`src/rtl/keysw_io_dev.sv`:
```
// Memory-mapped KEY/SW input device: synchronizes and debounces the pins, latches ready/overrun per bus.
// Optional feature macro: KEYSW_IRQ_EN adds writable interrupt-enable bits and a registered irq output.

module keysw_debounce #(
   parameter int W        = 4,
   parameter int DEBOUNCE = 10000,
   parameter int CNTBITS  = 14,
   parameter bit INVERT   = 1'b0
) (
   input  logic         clk,
   input  logic         reset,
   input  logic [W-1:0] i_pins,
   output logic [W-1:0] o_stable,
   output logic         o_commit
);
   localparam logic [CNTBITS-1:0] CNT_LAST = CNTBITS'(DEBOUNCE - 1);

   logic [W-1:0]       r_sync1;
   logic [W-1:0]       r_sync2;
   logic [W-1:0]       r_stable;
   logic [CNTBITS-1:0] r_cnt;
   logic [W-1:0]       w_sync;
   logic               w_changed;
   logic               w_pending;

   assign w_sync    = INVERT ? ~r_sync2 : r_sync2;
   // The first stage already holds next cycle's sync value, so a difference between
   // the stages is exactly a change of sync relative to its previous-cycle value.
   assign w_changed = (r_sync1 != r_sync2);
   assign w_pending = (w_sync != r_stable);
   assign o_commit  = !w_changed && w_pending && (r_cnt == CNT_LAST);
   assign o_stable  = r_stable;

   always_ff @(posedge clk or posedge reset) begin
      if (reset) begin
         r_sync1  <= '0;
         r_sync2  <= '0;
         r_stable <= '0;
         r_cnt    <= '0;
      end else begin
         r_sync1 <= i_pins;
         r_sync2 <= r_sync1;
         if (w_changed || !w_pending) begin
            r_cnt <= '0;
         end else if (r_cnt == CNT_LAST) begin
            r_stable <= w_sync;
            r_cnt    <= '0;
         end else begin
            r_cnt <= r_cnt + 1'b1;
         end
      end
   end
endmodule

module keysw_io_dev #(
   parameter int          DBITS    = 32,
   parameter int          KEYBITS  = 4,
   parameter int          SWBITS   = 10,
   parameter logic [31:0] ADDRKEY  = 32'hFFFFF080,
   parameter logic [31:0] ADDRSW   = 32'hFFFFF090,
   parameter int          DEBOUNCE = 10000,
   parameter int          CNTBITS  = 14
) (
   input  logic               clk,
   input  logic               reset,
   input  logic [KEYBITS-1:0] KEY,
   input  logic [SWBITS-1:0]  SW,
   input  logic [DBITS-1:0]   addr,
   input  logic               rd_en,
   input  logic               wr_en,
   input  logic [DBITS-1:0]   wdata,
   output logic [DBITS-1:0]   rdata,
   output logic               hit,
   output logic               irq
);
   localparam logic [DBITS-1:0] A_KDATA = DBITS'(ADDRKEY);
   localparam logic [DBITS-1:0] A_KCTRL = DBITS'(ADDRKEY + 32'd4);
   localparam logic [DBITS-1:0] A_SDATA = DBITS'(ADDRSW);
   localparam logic [DBITS-1:0] A_SCTRL = DBITS'(ADDRSW + 32'd4);

   logic [KEYBITS-1:0] w_kstable;
   logic [SWBITS-1:0]  w_sstable;
   logic               w_kcommit;
   logic               w_scommit;
   logic               w_hit_kdata;
   logic               w_hit_kctrl;
   logic               w_hit_sdata;
   logic               w_hit_sctrl;
   logic               w_krd_clr;
   logic               w_srd_clr;
   logic               w_kctrl_wr;
   logic               w_sctrl_wr;
   logic               w_kie;
   logic               w_sie;
   logic               w_unused;
   logic               r_kready;
   logic               r_kovr;
   logic               r_sready;
   logic               r_sovr;

   keysw_debounce #(
      .W(KEYBITS), .DEBOUNCE(DEBOUNCE), .CNTBITS(CNTBITS), .INVERT(1'b1)
   ) u_key_db (
      .clk(clk), .reset(reset), .i_pins(KEY), .o_stable(w_kstable), .o_commit(w_kcommit)
   );

   keysw_debounce #(
      .W(SWBITS), .DEBOUNCE(DEBOUNCE), .CNTBITS(CNTBITS), .INVERT(1'b0)
   ) u_sw_db (
      .clk(clk), .reset(reset), .i_pins(SW), .o_stable(w_sstable), .o_commit(w_scommit)
   );

   assign w_hit_kdata = (addr == A_KDATA);
   assign w_hit_kctrl = (addr == A_KCTRL);
   assign w_hit_sdata = (addr == A_SDATA);
   assign w_hit_sctrl = (addr == A_SCTRL);
   assign hit         = w_hit_kdata | w_hit_kctrl | w_hit_sdata | w_hit_sctrl;

   assign w_krd_clr  = rd_en & w_hit_kdata;
   assign w_srd_clr  = rd_en & w_hit_sdata;
   assign w_kctrl_wr = wr_en & w_hit_kctrl;
   assign w_sctrl_wr = wr_en & w_hit_sctrl;
   assign w_unused   = &{1'b0, wdata};

   // A commit always wins over a clearing read or an overrun-clear write.
   always_ff @(posedge clk or posedge reset) begin
      if (reset) begin
         r_kready <= 1'b0;
         r_kovr   <= 1'b0;
         r_sready <= 1'b0;
         r_sovr   <= 1'b0;
      end else begin
         if (w_kcommit)      r_kready <= 1'b1;
         else if (w_krd_clr) r_kready <= 1'b0;
         if (w_kcommit && r_kready && !w_krd_clr) r_kovr <= 1'b1;
         else if (w_kctrl_wr && !wdata[1])        r_kovr <= 1'b0;

         if (w_scommit)      r_sready <= 1'b1;
         else if (w_srd_clr) r_sready <= 1'b0;
         if (w_scommit && r_sready && !w_srd_clr) r_sovr <= 1'b1;
         else if (w_sctrl_wr && !wdata[1])        r_sovr <= 1'b0;
      end
   end

`ifdef KEYSW_IRQ_EN
   logic r_kie;
   logic r_sie;
   logic r_irq;

   always_ff @(posedge clk or posedge reset) begin
      if (reset) begin
         r_kie <= 1'b0;
         r_sie <= 1'b0;
         r_irq <= 1'b0;
      end else begin
         if (w_kctrl_wr) r_kie <= wdata[4];
         if (w_sctrl_wr) r_sie <= wdata[4];
         r_irq <= (r_kready & r_kie) | (r_sready & r_sie);
      end
   end

   assign w_kie = r_kie;
   assign w_sie = r_sie;
   assign irq   = r_irq;
`else
   assign w_kie = 1'b0;
   assign w_sie = 1'b0;
   assign irq   = 1'b0;
`endif

   always_comb begin
      rdata = '0;
      if (w_hit_kdata)      rdata = {{(DBITS-KEYBITS){1'b0}}, w_kstable};
      else if (w_hit_kctrl) rdata = {{(DBITS-5){1'b0}}, w_kie, 2'b00, r_kovr, r_kready};
      else if (w_hit_sdata) rdata = {{(DBITS-SWBITS){1'b0}}, w_sstable};
      else if (w_hit_sctrl) rdata = {{(DBITS-5){1'b0}}, w_sie, 2'b00, r_sovr, r_sready};
   end
endmodule

```
`config.mk`:
```
export PLATFORM = sky130hd
export DESIGN_NAME = keysw_io_dev
export DESIGN_NICKNAME = d
export VERILOG_FILES = /design/src/rtl/keysw_io_dev.sv
export SDC_FILE = /design/constraint.sdc
export NUM_CORES = 1
export LEC_CHECK = 0
export CORE_MARGIN = 3
export CORE_UTILIZATION = 50
export DETAILED_ROUTE_END_ITERATION = 7
export GPL_TIMING_DRIVEN = 0
export PLACE_DENSITY = 0.86
export SLEW_MARGIN = 30
export SYNTH_ARGS = -nofsm -noshare
export SYNTH_HDL_FRONTEND = slang
export SYNTH_SLANG_ARGS = --single-unit
export TNS_END_PERCENT = 10
```
`constraint.sdc`:
```
create_clock -name clk -period 3.5 [get_ports clk]
set_input_delay 0.7 -clock clk [delete_from_list [all_inputs] [get_ports clk]]
set_output_delay 0.7 -clock clk [all_outputs]
set_load 0.01 [all_outputs]
```
==> summary.txt <==
post-synthesis xor/xnor area fraction = 0.1292
Leak = 2.176 nW
Mapped Area = 3526 sq um
clock sink count = 74
area grow syn2layout = 30.59%
DRT Pass-1 Iters = 4
Post-Syn Instances = 301
GRT Resource Usage Total = 0.1856
Top FF cell, synth = dfrtp_1
Compound-Gate Fraction of Synth Area = 0.01845
num ports = 116
post-synth cell types = 39
Synth Warn # = 0
Synth Area in Adders = 0.007097
Iter 0 DRT Violations = 173
final worst slack = 0.06974 ns
DP Worst Slack = -0.1861 ns
Core ar. = 6604 sq um
n_diodes = 0
CP Capture Type = primary output
top post-synthesis cells by area = dfrtp_1 (53%), xor2_1 (7.5%), xnor2_1 (5.5%)
Max Fclk = 291.5 MHz
largest net degree at the start of global routing = 40
Setup Skew = 0.008945 ns
register bit count reported by yosys = 74
max-slew violation count = 0
CP max FO = 7
sequential power share = 0.501
TritonCTS Buffers = 9
share of layout cells above drive strength 1 = 0.1538
count of final setup violators = 0
Syn Area/Cell = 11.71 sq um
Starting Density = 0.5339
vias = 2,440
period utilization = 0.9801
clock network power share = 0.414
Synth Area in Simple Gates = 0.1906
crit path kind = in2out
CTS Hold Bufs = 0
Routed WL = 7125 um
placer congestion estimate = 0.8181
EDFF count, synth = 0
Worst-Skew Late Latency = 0.34 ns
CTS tree = built
Critical Path AT = 2.73 ns
DRC Markers = 0
Die ar. = 8096 sq um
combinational cell fraction of total power = 0.085
final hold violation count = 0
site row count = 29
ys async rst share = 1.000
Min Clock Period, post-route = 3.430 ns
Reg area = 1852 sq um
vias in the first global route = 2,586
cell taking the most area after synthesis = dfrtp_1
area of the multi-input gates = 1530 sq um
hold slack = 0.3931 ns
P per Cell Area = 385.2 nW/um^2
Routed Antenna Nets = 0
Sw Share = 0.2217
switching pwr = 393.2 uW
internal power = 1.380 mW
max cap viols = 0
DPL Wire Length = 5264 um
peak ir drop on the vdd network = 0.2186 mV
Final #Nets = 482
Hold Path Class = reg2reg
Routed WL per cell = 14.36 um
Slew Limit Headroom = 0.6549
die height = 89.98 um
RSZ-0062 raised after global routing = no
first-pass GRT wire length = 12,180 um
Worst EP required = 2.80 ns
crit start category = primary input
# port buffers = 60
drt via density = 4.919
Slew @ Worst Pin = 0.5129 ns
CTS root buffer = clkbuf_8
mux share of post-synthesis cell area = 0.06175
top-area cell type share of the netlist area = 0.5252
Die Width = 89.98 um
clock slew at reported path FFs = 0.08 ns
Tot Pwr = 1.774 mW
Max Root-Sink Buffers = 2
global route total overflow = 0
outcome = completed
H-tree depth reported by CTS = 3
initial antenna violation count = 0
largest family of logic cells by synthesized area = simple AND/OR/NAND/NOR gates
number of fill cells = 467
register area share after synthesis = 0.5252
==> final timing paths <==
| kind | start | to | slack [ns] | cells past startpoint |
|---|---|---|---|---|
| max | addr[1] | rdata[9] | 0.07 | 7 |
| min | u_key_db.r_sync1[3] | u_key_db.r_sync2[3] | 0.39 | 0 |
| max reg2reg | u_sw_db.r_sync2[7] | u_sw_db.o_stable[2] | 1.33 | 5 |
| min reg2reg | u_key_db.r_sync1[3] | u_key_db.r_sync2[3] | 0.39 | 0 |
| max in group asynchronous | reset | u_key_db.r_sync1[3] | 2.23 | 3 |
| min in group asynchronous | reset | u_sw_db.r_cnt[4] | 0.73 | 2 |
==> worst max-delay path: stages <==
cell             delay (ns)
clkdlybuf4s50_1        0.42
or4b_4                 0.55
nor4_4                 0.33
buf_4                  0.20
buf_4                  0.11
and3_1                 0.14
dlygate4sd2_1          0.27
==> per-layer routing <==
metal	track usage	up-vias	part of all wire
li1	-	1178	-
met1	0.2178	1167	0.43
met2	0.3195	85	0.49
met3	0.06427	10	0.069
met4	0.06122	0	0.015
met5	0	-	0
==> cell usage in the layout (no fill, tap or decap), drive strengths merged, types with 2 or more instances in the layout <==
cell type      netlist  final
a31o                 2      2
nand3               10     10
clkinv               0      3
clkdlybuf4s50        0     49
conb                 1     23
xor2                30     30
inv                  8      8
mux2i                6      6
bufinv               0      2
and3                16     16
a21o                 2      2
buf                 26     30
nand2               12     12
mux2                10     10
clkbuf               3     13
xnor2               22     22
ha                   2      2
nor2                36     36
mux4                 2      2
dfrtp               74     74
and4                 3      3
nor4b                2      2
nand4               11     11
nand4b               3      3
nor3                 6      6
dlymetal6s2s         0      2
dlygate4sd2          0      8
nor4                 7      7
==> timing repair <==
action,CTS,global route
setup endpoints to repair,10,1
hold endpoints to repair,0,0
setup buffers,1,2
pin swaps,1,1
gates resized for setup,11,3
==> state kept, by name, indices dropped and copies added (netlist names) <==
signal	cells
u_sw_db.o_stable	10
u_key_db.r_sync1	4
u_key_db.o_stable	4
u_key_db.r_sync2	4
u_key_db.r_cnt	14
u_sw_db.r_sync2	10
r_sovr	1
u_sw_db.r_sync1	10
u_sw_db.r_cnt	14
r_kovr	1
r_sready	1
r_kready	1
==> cell families (layout without fill, tap and decap cells) <==
kind of cell | count (synthesis) | count (layout)
simple gates | 110 | 110
mux | 18 | 18
flops | 74 | 74
fa+ha+maj | 2 | 2
buf+inv | 37 | 117
other cells | 1 | 23
xor+xnor | 52 | 52
compound gates | 7 | 7
==> power by group through the flow <==
stage / registers [mW] / clock network (mW) / logic, mW
after global routing: 0.891 / 0.795 / 0.164
final: 0.888 / 0.735 / 0.151
after floorplan: 0.901 / 0 / 0.0752
after global placement: 0.904 / 0 / 0.143
after detailed placement: 0.905 / 0 / 0.149
after CTS: 0.888 / 0.750 / 0.151
==> synth_stat cells (2+ instances only) <==
library cell	n
mux4_2	2
and4_1	3
nor2_1	35
nor4_1	4
nor3_1	6
nor4_4	2
nor4b_1	2
xor2_1	30
buf_4	23
dfrtp_1	74
nand4b_1	2
nand3_1	10
and3_1	16
ha_1	2
a21o_1	2
clkbuf_1	3
inv_1	8
buf_2	2
xnor2_1	22
a31o_1	2
nand2_1	11
nand4_1	7
mux2_1	10
nand4_2	2
mux2i_1	6
nand4_4	2
==> metrics by stage <==
step | cells | area, sq um | util | setup TNS [ns]
global route | 496 | 4604 | 0.6972 | 0
finish | 496 | 4604 | 0.6972 | 0
global placement | 476 | 4325 | 0.6550 | -13.92
detailed placement | 477 | 4348 | 0.6584 | -1.340
floorplan | 323 | 3608 | - | 0
CTS | 494 | 4583 | 0.6940 | -0.09669
==> layout make-up <==
cell class | instances | share of cell area
flip-flops and latches | 74 | 0.4022
multi-input cells | 212 | 0.3323
repair buffers | 64 | 0.1386
plain buffers | 29 | 0.04511
clock buffers | 10 | 0.02989
well taps | 93 | 0.02527
clock inverters | 6 | 0.01957
inverters | 8 | 0.007065
Power figures use the tool's default switching activity.
